===== src/rtl/crt_recombine.sv =====
// Garner CRT recombination for RSA decryption:
//   m = m2 + q * ((qinv * (m1 - m2)) mod p)
// Bit-serial datapath: one cycle of modular subtraction, W cycles of
// interleaved modular multiply, W cycles of shift-add multiply, one cycle
// to add m2 and publish the result.
module crt_recombine #(
    parameter int W = 32
) (
    input  logic         clk,
    input  logic         rst_n,
    input  logic         start,
    input  logic [W-1:0] p,
    input  logic [W-1:0] q,
    input  logic [W-1:0] qinv,
    input  logic [W-1:0] m1,
    input  logic [W-1:0] m2,
    output logic [2*W-1:0] m,
    output logic         done,
    output logic         busy,
    output logic         err
);

    localparam int CW = (W > 1) ? $clog2(W) : 1;

    typedef enum logic [2:0] {IDLE, SUB, MMUL, MUL, FIN} state_t;

    state_t          state;
    logic [W-1:0]    p_r, q_r, qinv_r, m1_r, m2_r;
    logic [W-1:0]    d;        // (m1 - m2) mod p
    logic [W+1:0]    acc;      // modular-multiply accumulator, kept < p
    logic [W-1:0]    hsh;      // h, shifted right as the multiplier
    logic [2*W-1:0]  qsh;      // q, shifted left as the multiplicand
    logic [2*W-1:0]  prod;
    logic [CW-1:0]   cnt;
    logic            pzero;    // p == 0 seen in SUB; reported at FIN

    // SUB-cycle arithmetic: reduce m2 into [0,p) and form d = (m1 - r) mod p
    logic [W-1:0]    r;
    logic [W:0]      dwrap;
    logic [W-1:0]    d_nxt;
    always_comb begin
        r     = (p_r == '0) ? '0 : (m2_r % p_r);
        dwrap = {1'b0, m1_r} + {1'b0, p_r} - {1'b0, r};
        d_nxt = (m1_r >= r) ? (m1_r - r) : dwrap[W-1:0];
    end

    // One MSB-first step of qinv*d mod p: double, add, then at most two
    // conditional subtractions bring the sum back below p
    logic [W+1:0]    pw, t0, t1, acc_nxt;
    always_comb begin
        pw      = {2'b00, p_r};
        t0      = {acc[W:0], 1'b0} + (qinv_r[cnt] ? {2'b00, d} : '0);
        t1      = (t0 >= pw) ? (t0 - pw) : t0;
        acc_nxt = (t1 >= pw) ? (t1 - pw) : t1;
    end

    // Control FSM and datapath registers; outputs are registered here
    always_ff @(posedge clk or negedge rst_n) begin
        if (!rst_n) begin
            state  <= IDLE;
            p_r    <= '0;
            q_r    <= '0;
            qinv_r <= '0;
            m1_r   <= '0;
            m2_r   <= '0;
            d      <= '0;
            acc    <= '0;
            hsh    <= '0;
            qsh    <= '0;
            prod   <= '0;
            cnt    <= '0;
            pzero  <= 1'b0;
            m      <= '0;
            done   <= 1'b0;
            busy   <= 1'b0;
            err    <= 1'b0;
        end else begin
            done <= 1'b0;
            case (state)
                IDLE: begin
                    if (start) begin
                        p_r    <= p;
                        q_r    <= q;
                        qinv_r <= qinv;
                        m1_r   <= m1;
                        m2_r   <= m2;
                        busy   <= 1'b1;
                        err    <= 1'b0;
                        state  <= SUB;
                    end
                end
                SUB: begin
                    d     <= d_nxt;
                    acc   <= '0;
                    cnt   <= CW'(W - 1);
                    pzero <= (p_r == '0);
                    state <= (p_r == '0) ? FIN : MMUL;
                end
                MMUL: begin
                    acc <= acc_nxt;
                    cnt <= cnt - 1'b1;
                    if (cnt == '0) begin
                        hsh   <= acc_nxt[W-1:0];
                        qsh   <= {{W{1'b0}}, q_r};
                        prod  <= '0;
                        cnt   <= CW'(W - 1);
                        state <= MUL;
                    end
                end
                MUL: begin
                    if (hsh[0]) prod <= prod + qsh;
                    hsh <= hsh >> 1;
                    qsh <= qsh << 1;
                    cnt <= cnt - 1'b1;
                    if (cnt == '0) state <= FIN;
                end
                FIN: begin
                    m     <= pzero ? '0 : (prod + {{W{1'b0}}, m2_r});
                    err   <= pzero;
                    done  <= 1'b1;
                    busy  <= 1'b0;
                    state <= IDLE;
                end
                default: state <= IDLE;
            endcase
        end
    end

endmodule


===== config.mk =====
export PLATFORM = sky130hd
export DESIGN_NAME = crt_recombine
export DESIGN_NICKNAME = d
export VERILOG_FILES = /design/src/rtl/crt_recombine.sv
export SDC_FILE = /design/constraint.sdc
export NUM_CORES = 2
export LEC_CHECK = 0
export CAP_MARGIN = 20
export CORE_AREA = 2 2 394 396
export DETAILED_ROUTE_END_ITERATION = 12
export DIE_AREA = 0 0 396 398
export PLACE_DENSITY = 0.62
export SETUP_SLACK_MARGIN = 0.2
export SLEW_MARGIN = 30
export SYNTH_ARGS = -nofsm -noshare
export SYNTH_HDL_FRONTEND = slang
export SYNTH_SLANG_ARGS = --single-unit

===== constraint.sdc =====
create_clock -name clk -period 103.9 [get_ports clk]
set_input_delay 10.39 -clock clk [delete_from_list [all_inputs] [get_ports clk]]
set_output_delay 10.39 -clock clk [all_outputs]
set_load 0.01 [all_outputs]

==> impl_metrics.toml <==
[synthesis]
syn_nets = 8935
synth_most_common_cell = "nand2_1"
ys.flop_type = "dfrtp_1"
yosysTopAreaCellShare = 0.189
synthArstFlopShare = 1.00
synth_top_family_by_area = "compound AO/OA/AOI/OAI gates"
ys_types = 107
synth_common_cells = "nand2_1 (888), ha_1 (785), nor2_1 (681)"
syn_inst = 7949
synth_edf_count = 0
syn_area_sq_mm = 0.0611
synth_top_area_cell = "dfrtp_1"
synth-xor-area-share = 0.0842
synthAdderAreaFrac = 0.173
synth_compound_area_frac = 0.265
avgSynthCellArea_sq_um = 7.69
synth_mux_area_frac = 0.0459
synthTopCellsByArea = "dfrtp_1 (19%), ha_1 (16%), nand2_1 (5.5%), o21ai_0 (5.4%), xnor2_1 (5.3%)"
yosysWarnings = 0
ys_seq_area_frac = 0.189
ys_ff_latch = 461
synthSimpleGateAreaFrac = 0.204

[clock_tree]
clk_latency_ns = 0.67
path_clk_slew_ns = 0.06
cts_tree = "built"
cts_max_level = 2
clock_path_buffers = 3
postCtsHoldBufs = 0
cts.sinks = 461
cts_buffers = 55
cts_resized = 0
cts-root-buf = "clkbuf_16"
post_cts_buffers = 0

[routing]
drt_iter0_markers = 5357
drt-vias-per-instance = 6.04
drc = 0
firstDrtPassIters = 6
wl_microns = 237000
wl_per_cell_microns = 23.3
vias = 61403
ant_nets = 0

[die]
die_x_microns = 396
initial_core_util = 0.398
rows = 144
dieArea_sq_mm = 0.158
coreArea_sq_mm = 0.153
fp.dieH_microns = 398
ioPinCount = 230

[placed_design]
place.port_buffers = 229
place.gp.congestion = 1.01
post-dp-hpwl_microns = 186000

[worst_setup_path]
crit_type = "reg -> reg"
worst_setup_path_start_kind = "flip-flop"
cp.arrival_ns = 87.21
crit_path_max_incr_delay_ns = 0.84
ff2ff_path_depth = 316
crit_slowest_cell = "nor4_2"
r2r-start = "p_r[31]"
cp.required_ns = 104.48
cp-end-kind = "flip-flop"
cp_max_fo = 32
regToRegSetupSlack_ns = 17.26
cpMostUsedCell = "a21oi_1"
reg2reg_to = "d[31]"

[status]
status = "finished clean"

[global_route]
grt_pass1_wl_microns = 356000
grt_antenna_before_repair = 11
grt_usage = 0.290
grt_max_degree = 104
grt_pass1_vias = 58333
overflow = 0

[worst_hold_path]
whs_path_depth = 2
min_path_type = "reg -> reg"
hp-start = "d[13]"
min_to = "d[13]"

[sta]
setup_tns_ns = 0
timing.slew.headroom = 0.266
rsz0062_at_grt = "false"
fin_worst_skew_ns = 0.0470
final-max-slew-violation-count = 0
tightest_slew_ns = 1.09
setup_viol = 0
period_share = 0.834
hold_viol = 0
clock.fmax_mhz = 11.5
fin_hold_ws_ns = 0.474
post-route-min-period_ns = 86.64

[final_layout]
drive_gt1_frac = 0.0683
multi_input_area_sq_mm = 0.0474
nFillCells = 15443
diodes = 0
final_net_count = 9061
areaGrowthSynthToFinish_pct = 11.3
ff_latch_area_sq_mm = 0.0115

[run]
max_cap_violations = 0
[critical path: cells and delay by family (launching register included)]
family	cells	cell delay, ns
and+or+nand+nor	76	18.12
adders and majority gates	33	11.30
DFF	1	0.60
buffers and inverters	21	4.91
muxes	9	3.66
AOI/OAI and AO/OA	176	47.64
xor gates and xnor gates	1	0.09
[placed cells by master (no fill, tap or decap), types with 54 or more instances in the layout]
cell and count:
o31ai_1 61, o21a_1 178, and3_1 69, a31oi_1 86, o21bai_1 68, ha_1 785
nand2b_1 85, xor2_1 218, mux2_2 158, o211ai_1 63, dfrtp_1 461, a21o_1 268
xnor2_1 369, o21ai_0 658, nor2b_1 120, buf_4 113, or3_1 76, nor3_1 183
mux2i_1 92, nor2_1 677, inv_1 341, or2_2 54, nand4_1 69, a21oi_1 620
nand2_1 885, nand3_1 237, clkdlybuf4s50_1 228, clkbuf_16 55, and2_1 59
[sequential cells by signal (all words and copies together) (netlist names)]
register  flops
cnt           5
acc          33
p_r          32
m            64
m2_r         32
done          1
m1_r         32
q_r          32
qinv_r       32
prod         64
state         3
err           1
d            32
pzero         1
qsh          64
hsh          32
busy          1
[worst max-delay path by stage]
| stage | from | to | depth (start not counted) |
|---|---|---|---|
| 6_report | p_r[31] | d[31] | 316 |
| 5_1_grt | p_r[31] | d[31] | 316 |
| 4_1_cts | p_r[31] | d[31] | 313 |
| 3_5_place_dp | p_r[31] | d[31] | 314 |
| 3_3_place_gp | p_r[13] | d[31] | 311 |
| 2_1_floorplan | p_r[0] | d[31] | 342 |
[metrics by stage]
stage	instances	utilization	setup slack, ns	instance area (sq um)
3_5_place_dp	10062	0.430	18.96	66000
3_3_place_gp	10061	0.430	20.10	65900
6_report	10165	0.444	17.26	68000
2_1_floorplan	7949	-	28.66	61100
4_1_cts	10165	0.443	18.60	68000
5_1_grt	10165	0.444	11.49	68000
[logic make-up (layout without fill, tap and decap cells)]
family	after synthesis	in the layout
buf+inv	625	797
fa+ha+maj	823	823
xor+xnor	587	587
flops	461	461
mux	255	255
simple gates	2664	2664
compound gates	2534	2534
[final cells by class]
| cell class | count | area share |
|---|---|---|
| multi-input combinational | 6863 | 0.697 |
| sequential | 461 | 0.170 |
| timing repair buffer | 346 | 0.0472 |
| tap | 2044 | 0.0376 |
| clock buffer | 67 | 0.0218 |
| inverter | 348 | 0.0192 |
| clock inverter | 36 | 0.00760 |
[layer usage]
| layer | global-route usage | wire length, microns | vias to the layer above |
|---|---|---|---|
| met4 | 0.131 | 12500 | 6 |
| met3 | 0.0347 | 15500 | 477 |
| li1 | - | - | 29207 |
| met1 | 0.393 | 105000 | 29478 |
| met2 | 0.461 | 104000 | 2235 |
| met5 | 0 | 43 | - |
Power is not shown: default switching activity piles up to over one toggle a cycle in this logic, so the estimate is an artifact.
